### config.mk
export PLATFORM = sky130hd
export DESIGN_NAME = paralelo_serial_flat
export DESIGN_NICKNAME = d
export VERILOG_FILES = /design/src/rtl/paralelo_serial_if.sv /design/src/rtl/paralelo_serial.sv /design/src/flat_wrapper.sv
export SDC_FILE = /design/constraint.sdc
export NUM_CORES = 1
export LEC_CHECK = 0
export ABC_AREA = 1
export ABC_CLOCK_PERIOD_IN_PS = 3400
export CORE_MARGIN = 10
export CORE_UTILIZATION = 30
export CTS_CLUSTER_SIZE = 16
export DETAILED_ROUTE_END_ITERATION = 16
export PLACE_DENSITY = 0.45
export REMOVE_ABC_BUFFERS = 1
export SYNTH_ARGS = -nofsm -noshare
export SYNTH_HDL_FRONTEND = slang
export SYNTH_SLANG_ARGS = --single-unit
### constraint.sdc
create_clock -name clk_32f -period 3.4 [get_ports clk_32f]
set_input_delay 0.34 -clock clk_32f [delete_from_list [all_inputs] [get_ports clk_32f]]
set_output_delay 0.34 -clock clk_32f [all_outputs]
set_load 0.02 [all_outputs]
### src/rtl/paralelo_serial_if.sv
`default_nettype none
// ============================================================================
//  Module      : paralelo_serial_if
//  Description : Byte-push / serial-line bundle between the lane logic and
//                the paralelo_serial transmitter.
//  Revision    : 1.0 - initial release
// ============================================================================
interface paralelo_serial_if;
    logic [7:0] data_in;   // byte to enqueue
    logic       valid_in;  // push request
    logic       full;      // FIFO holds DEPTH bytes
    logic       data_out;  // serial line, MSB first
    logic       active;    // comma preamble finished
    logic       err_bc;    // dropped 0xBC push pulse
    logic       overflow;  // dropped push-while-full pulse

    // Lane-logic side: produces bytes, observes status and the line.
    modport master (
        output data_in,
        output valid_in,
        input  full,
        input  data_out,
        input  active,
        input  err_bc,
        input  overflow
    );

    // Serializer side.
    modport slave (
        input  data_in,
        input  valid_in,
        output full,
        output data_out,
        output active,
        output err_bc,
        output overflow
    );
endinterface
`default_nettype wire

### src/rtl/paralelo_serial.sv
`default_nettype none
// ============================================================================
//  Module      : paralelo_serial
//  Description : Transmit serializer. Sends SYNC_COUNT 0xBC commas after
//                reset, then queued bytes MSB first, with 0xBC idles whenever
//                the byte FIFO is empty.
//  Revision    : 1.0 - initial release
// ============================================================================
module paralelo_serial #(
    parameter int DEPTH      = 4,
    parameter int SYNC_COUNT = 4
) (
    input  wire logic         clk_32f,
    input  wire logic         reset,
    paralelo_serial_if.slave  bus
);
    localparam int         AW      = (DEPTH > 1) ? $clog2(DEPTH) : 1;
    localparam int         CW      = AW + 1;
    localparam int         SW      = (SYNC_COUNT > 1) ? $clog2(SYNC_COUNT + 1) : 1;
    localparam logic [7:0] C_COMMA = 8'hBC;

    typedef enum logic [0:0] {
        ST_SYNC   = 1'b0,
        ST_ACTIVE = 1'b1
    } state_t;

    state_t          state_q,    state_d;
    logic [SW-1:0]   sync_cnt_q, sync_cnt_d;
    logic [2:0]      bit_cnt_q,  bit_cnt_d;
    logic [7:0]      shreg_q,    shreg_d;
    logic            data_out_q, data_out_d;
    logic            active_q,   active_d;
    logic            err_bc_q,   err_bc_d;
    logic            overflow_q, overflow_d;
    logic [AW-1:0]   wr_ptr_q,   wr_ptr_d;
    logic [AW-1:0]   rd_ptr_q,   rd_ptr_d;
    logic [CW-1:0]   count_q,    count_d;
    logic [7:0]      mem_q [DEPTH];

    logic            w_full;
    logic            w_empty;
    logic            w_load;
    logic            w_is_comma;
    logic            w_push;
    logic            w_pop;
    logic [7:0]      w_byte;

    // Push/pop qualification; full is taken from the pre-edge count so a
    // pop on the same edge never frees a slot for a push.
    assign w_full     = (count_q == CW'(DEPTH));
    assign w_empty    = (count_q == '0);
    assign w_load     = (bit_cnt_q == 3'd0);
    assign w_is_comma = (bus.data_in == C_COMMA);
    assign w_push     = bus.valid_in && !w_is_comma && !w_full;
    assign w_pop      = w_load && (state_q == ST_ACTIVE) && !w_empty;
    assign w_byte     = (state_q == ST_ACTIVE && !w_empty) ? mem_q[rd_ptr_q] : C_COMMA;

    assign bus.full     = w_full;
    assign bus.data_out = data_out_q;
    assign bus.active   = active_q;
    assign bus.err_bc   = err_bc_q;
    assign bus.overflow = overflow_q;

    // Next-state: bit engine, comma preamble sequencing and FIFO bookkeeping.
    always_comb begin
        state_d    = state_q;
        sync_cnt_d = sync_cnt_q;
        bit_cnt_d  = bit_cnt_q + 3'd1;
        shreg_d    = {shreg_q[6:0], 1'b0};
        data_out_d = shreg_q[7];
        active_d   = active_q;
        err_bc_d   = bus.valid_in && w_is_comma;
        overflow_d = bus.valid_in && !w_is_comma && w_full;
        wr_ptr_d   = wr_ptr_q + AW'(w_push);
        rd_ptr_d   = rd_ptr_q + AW'(w_pop);
        count_d    = count_q + CW'(w_push) - CW'(w_pop);

        if (w_load) begin
            data_out_d = w_byte[7];
            shreg_d    = {w_byte[6:0], 1'b0};
            case (state_q)
                ST_SYNC: begin
                    sync_cnt_d = sync_cnt_q + SW'(1);
                    if (sync_cnt_q == SW'(SYNC_COUNT - 1)) begin
                        state_d = ST_ACTIVE;
                    end
                end
                default: begin
                    active_d = 1'b1;
                end
            endcase
        end
    end

    // State register; reset abandons the byte in flight and empties the FIFO.
    always_ff @(posedge clk_32f) begin
        if (reset) begin
            state_q    <= ST_SYNC;
            sync_cnt_q <= '0;
            bit_cnt_q  <= '0;
            shreg_q    <= '0;
            data_out_q <= 1'b0;
            active_q   <= 1'b0;
            err_bc_q   <= 1'b0;
            overflow_q <= 1'b0;
            wr_ptr_q   <= '0;
            rd_ptr_q   <= '0;
            count_q    <= '0;
        end else begin
            state_q    <= state_d;
            sync_cnt_q <= sync_cnt_d;
            bit_cnt_q  <= bit_cnt_d;
            shreg_q    <= shreg_d;
            data_out_q <= data_out_d;
            active_q   <= active_d;
            err_bc_q   <= err_bc_d;
            overflow_q <= overflow_d;
            wr_ptr_q   <= wr_ptr_d;
            rd_ptr_q   <= rd_ptr_d;
            count_q    <= count_d;
        end
    end

    // FIFO storage; stale entries are harmless because count gates reads.
    always_ff @(posedge clk_32f) begin
        if (!reset && w_push) begin
            mem_q[wr_ptr_q] <= bus.data_in;
        end
    end
endmodule
`default_nettype wire

### src/flat_wrapper.sv
// flat-port wrapper written by rule: the top's interface ports become plain ports
module paralelo_serial_flat 
#(
    parameter int DEPTH      = 4,
    parameter int SYNC_COUNT = 4
)
  (clk_32f, reset, bus_data_in, bus_valid_in, bus_full, bus_data_out, bus_active, bus_err_bc, bus_overflow);
  paralelo_serial_if bus_i ();
  input  wire logic clk_32f;
  input  wire logic reset;
  input wire logic [$bits(bus_i.data_in)-1:0] bus_data_in;
  input wire logic [$bits(bus_i.valid_in)-1:0] bus_valid_in;
  output wire logic [$bits(bus_i.full)-1:0] bus_full;
  output wire logic [$bits(bus_i.data_out)-1:0] bus_data_out;
  output wire logic [$bits(bus_i.active)-1:0] bus_active;
  output wire logic [$bits(bus_i.err_bc)-1:0] bus_err_bc;
  output wire logic [$bits(bus_i.overflow)-1:0] bus_overflow;
  assign bus_i.data_in = bus_data_in;
  assign bus_i.valid_in = bus_valid_in;
  assign bus_full = bus_i.full;
  assign bus_data_out = bus_i.data_out;
  assign bus_active = bus_i.active;
  assign bus_err_bc = bus_i.err_bc;
  assign bus_overflow = bus_i.overflow;
  paralelo_serial #(.DEPTH(DEPTH), .SYNC_COUNT(SYNC_COUNT)) u_core (.clk_32f(clk_32f), .reset(reset), .bus(bus_i));
endmodule
==> impl_metrics.sql <==
INSERT INTO impl_metrics (metric_group, metric, value, unit) VALUES
('run_status', 'run_status', 'completed', ''),
('layout', 'finish.utilization', '0.371', ''),
('global_route', 'grt_pass1_vias', '1608', ''),
('yosys', 'post-synth-top-area-fraction', '0.401', ''),
('die', 'core', '7730', 'um2'),
('layout', 'mostFrequentLayoutCell', 'sky130_fd_sc_hd__nand2_1', ''),
('placement', 'buffer_ports.inserted', '15', ''),
('timing', 'finalSetupViolCount', '0', ''),
('timing', 'fin_setup_tns', '0', 'ns'),
('worst_setup_path', 'critPathTopFamily', 'adder cells', ''),
('worst_setup_path', 'cp_launch_point', 'u_core.bit_cnt_q[0]', ''),
('detailed_routing', 'route.vias.total', '1628', ''),
('clock_tree', 'cts.clk_slew.worst_paths', '0.07', 'ns'),
('timing', 'worst_clock_skew', '0.00634', 'ns'),
('detailed_routing', 'avgViaCountPerCell', '4.26', ''),
('clock_tree', 'root_buffer', 'sky130_fd_sc_hd__clkbuf_8', ''),
('yosys', 'syn-instance-count', '252', ''),
('power', 'leakage', '1.14', 'nW'),
('die', 'die_outline_area', '12000', 'um2'),
('layout', 'nNetsFinal', '293', ''),
('yosys', 'synth.yosys.seq_area_share', '0.610', ''),
('yosys', 'post_synth_num_cell_types', '27', ''),
('clock_tree', 'cts_num_sinks', '57', ''),
('timing', 'post-route-period-util', '0.632', ''),
('worst_setup_path', 'cp_data_required_time', '3.63', 'ns'),
('clock_tree', 'clock_latency_on_the_worst_skew_pair', '0.34', 'ns'),
('detailed_routing', 'totalWireLength', '4.82', 'mm'),
('timing', 'highest_clock_rate', '465', 'MHz'),
('detailed_routing', 'antenna_violating_nets_post_route', '0', ''),
('yosys', 'cell_types_occupying_the_most_area_after_synthesis', 'sky130_fd_sc_hd__edfxtp_1, sky130_fd_sc_hd__dfxtp_1, sky130_fd_sc_hd__nand2_1', ''),
('hold_path', 'hold_class', 'register to register', ''),
('global_route', 'grt_start_max_net_pins', '21', ''),
('global_route', 'antenna_found_initial', '0', ''),
('yosys', 'netlist.top_cell.by_area', 'sky130_fd_sc_hd__edfxtp_1', ''),
('worst_setup_path', 'crit_path_cell_trace', 'inv_1 -> ha_1 -> inv_2 -> nor2_8 -> nand2_2 -> nor2_4 -> nand2_2 -> o21ai_1 -> ha_1 -> fa_1 -> inv_1 -> nor2_1', ''),
('die', 'die_height', '109', 'um'),
('worst_setup_path', 'rr_startpoint', 'u_core.bit_cnt_q[0]', ''),
('hold_path', 'hold_path.startpoint', 'u_core.bit_cnt_q[0]', ''),
('clock_tree', 'post_cts.repair.setup_buffers', '0', ''),
('layout', 'antenna_cells', '0', ''),
('flow_run', 'maxCapViolations', '0', ''),
('yosys', 'synth.ff_latch_count', '57', ''),
('global_route', 'global_route.usage.total', '0.0891', ''),
('timing', 'final_period_minus_worst_setup_slack', '2.15', 'ns'),
('yosys', 'yosys_warnings', '0', ''),
('placement', 'detailed_place_hpwl', '3.30', 'mm'),
('layout', 'fillers', '772', ''),
('worst_setup_path', 'timing.critical_path.slowest_stage_cell', 'sky130_fd_sc_hd__fa_1', ''),
('timing', 'worstMarginPinSlew', '0.799', 'ns'),
('die', 'floorplan.die.width', '109', 'um'),
('worst_setup_path', 'timing.critical_path.arrival', '2.38', 'ns'),
('layout', 'post_route_cells_drive_above_1_share', '0.107', ''),
('global_route', 'grt_remaining_overflow', '0', ''),
('worst_setup_path', 'critical_path_class', 'register to register', ''),
('clock_tree', 'htree_levels', '3', ''),
('clock_tree', 'tritoncts', 'done', ''),
('detailed_routing', 'detailedRoute.firstIterationViolations', '60', ''),
('clock_tree', 'clockBufferDepth', '2', ''),
('timing', 'final_hold_viol_count', '0', ''),
('die', 'initial_utilization', '0.310', ''),
('layout', 'mostFrequentLayoutCells', 'sky130_fd_sc_hd__nand2_1, sky130_fd_sc_hd__nor2_1, sky130_fd_sc_hd__edfxtp_1', ''),
('detailed_routing', 'drt_pass1_iterations', '4', ''),
('clock_tree', 'cts-hold-fix-buffers', '0', ''),
('timing', 'grt_setup_unrepaired', 'false', ''),
('detailed_routing', 'remaining_drc_errors', '0', ''),
('power', 'vdd_ir_drop_max', '0.197', 'mV'),
('yosys', 'synthesis.area', '2390', 'um2'),
('worst_setup_path', 'critPathBufInv', '3', ''),
('clock_tree', 'cts_buffers', '9', ''),
('clock_tree', 'cts.repair.resized', '0', ''),
('timing', 'max_slew_headroom_at_the_worst_pin', '0.465', '');
synthesized netlist by cell type:
cell type / instances
sky130_fd_sc_hd__fa_1: 1
sky130_fd_sc_hd__buf_1: 1
sky130_fd_sc_hd__xor2_1: 1
sky130_fd_sc_hd__buf_6: 1
sky130_fd_sc_hd__nor2_4: 2
sky130_fd_sc_hd__o21a_1: 1
sky130_fd_sc_hd__xnor2_1: 2
sky130_fd_sc_hd__and3_1: 1
sky130_fd_sc_hd__or2_2: 5
sky130_fd_sc_hd__a21oi_1: 5
sky130_fd_sc_hd__nand4_1: 1
sky130_fd_sc_hd__nor3_1: 5
sky130_fd_sc_hd__ha_1: 6
sky130_fd_sc_hd__nand2_1: 58
sky130_fd_sc_hd__dfxtp_1: 25
sky130_fd_sc_hd__o21ai_1: 2
sky130_fd_sc_hd__nand2_2: 3
sky130_fd_sc_hd__nand3_1: 19
sky130_fd_sc_hd__buf_4: 1
sky130_fd_sc_hd__inv_2: 1
sky130_fd_sc_hd__inv_1: 24
sky130_fd_sc_hd__nor2_1: 47
sky130_fd_sc_hd__buf_2: 3
sky130_fd_sc_hd__edfxtp_1: 32
sky130_fd_sc_hd__nor2_8: 1
sky130_fd_sc_hd__o21ai_0: 3
sky130_fd_sc_hd__clkinv_1: 1
layout make-up:
class | count | area (um2) | share of cell area
sequential | 57 | 1460 | 0.510
multi-input combinational | 163 | 798 | 0.278
timing repair buffer | 18 | 173 | 0.0602
clock buffer | 10 | 128 | 0.0445
tap | 102 | 128 | 0.0445
inverter | 26 | 97.6 | 0.0340
clock inverter | 6 | 82.6 | 0.0288
stage by stage:
| step | instance area, um2 | total power, mW | hold WS (ns) | worst slack, ns | cells |
|---|---|---|---|---|---|
| 3_3_place_gp | 2660 | 1.00 | 0.438 | 1.05 | 366 |
| 6_report | 2870 | 1.66 | 0.453 | 1.25 | 382 |
| 3_5_place_dp | 2660 | 1.00 | 0.444 | 1.02 | 366 |
| 4_1_cts | 2870 | 1.69 | 0.457 | 1.21 | 382 |
| 2_1_floorplan | 2360 | 0.939 | 0.407 | 1.46 | 246 |
| 5_1_grt | 2870 | 1.75 | 0.470 | 1.06 | 382 |
metal layers:
metal / up-vias / wire length (um) / track usage
met3: 7 / 148 / 0.0298
li1: 857 / - / -
met5: - / 0 / 0
met1: 740 / 2340 / 0.105
met4: 0 / 85 / 0.0502
met2: 24 / 2240 / 0.139
registers in the layout (all words and copies together) (netlist names):
register and count:
u_core.bit_cnt_q 3, u_core.bus.active 1, u_core.bus.data_out 1, u_core.bus.err_bc 1, u_core.bus.overflow 1, u_core.count_q 3
u_core.mem_q 32, u_core.rd_ptr_q 2, u_core.shreg_q 7, u_core.state_q 1, u_core.sync_cnt_q 3, u_core.wr_ptr_q 2
cells by family (layout without fill, tap and decap cells):
| kind of cell | count (synthesis) | in the layout | share of synthesized area |
|---|---|---|---|
| simple gates | 142 | 142 | 0.259 |
| flops | 57 | 57 | 0.610 |
| buf+inv | 32 | 60 | 0.0564 |
| compound gates | 11 | 11 | 0.0240 |
| fa+ha+maj | 7 | 7 | 0.0397 |
| xor+xnor | 3 | 3 | 0.0110 |
worst register-to-register path, cell delays in order, from the launching register on:
cell and delay [ns]:
sky130_fd_sc_hd__dfxtp_1 0.33, sky130_fd_sc_hd__inv_1 0.06, sky130_fd_sc_hd__ha_1 0.20, sky130_fd_sc_hd__inv_2 0.08, sky130_fd_sc_hd__nor2_8 0.15, sky130_fd_sc_hd__nand2_2 0.09, sky130_fd_sc_hd__nor2_4 0.24, sky130_fd_sc_hd__nand2_2 0.10
sky130_fd_sc_hd__o21ai_1 0.11, sky130_fd_sc_hd__ha_1 0.19, sky130_fd_sc_hd__fa_1 0.41, sky130_fd_sc_hd__inv_1 0.06, sky130_fd_sc_hd__nor2_1 0.03
worst paths after layout:
check / to / slack, ns
worst max-delay path: u_core.count_q[1] / 1.25
worst min-delay path: u_core.bit_cnt_q[0] / 0.45
worst max register to register: u_core.count_q[1] / 1.25
worst min register to register: u_core.bit_cnt_q[0] / 0.45
power by group:
| group | internal, mW | switching, mW | total (mW) |
|---|---|---|---|
| clock | 0.409 | 0.272 | 0.680 |
| combinational | 0.0732 | 0.114 | 0.187 |
| sequential | 0.776 | 0.0213 | 0.797 |
No activity file was read; power rests on OpenSTA's default activity.
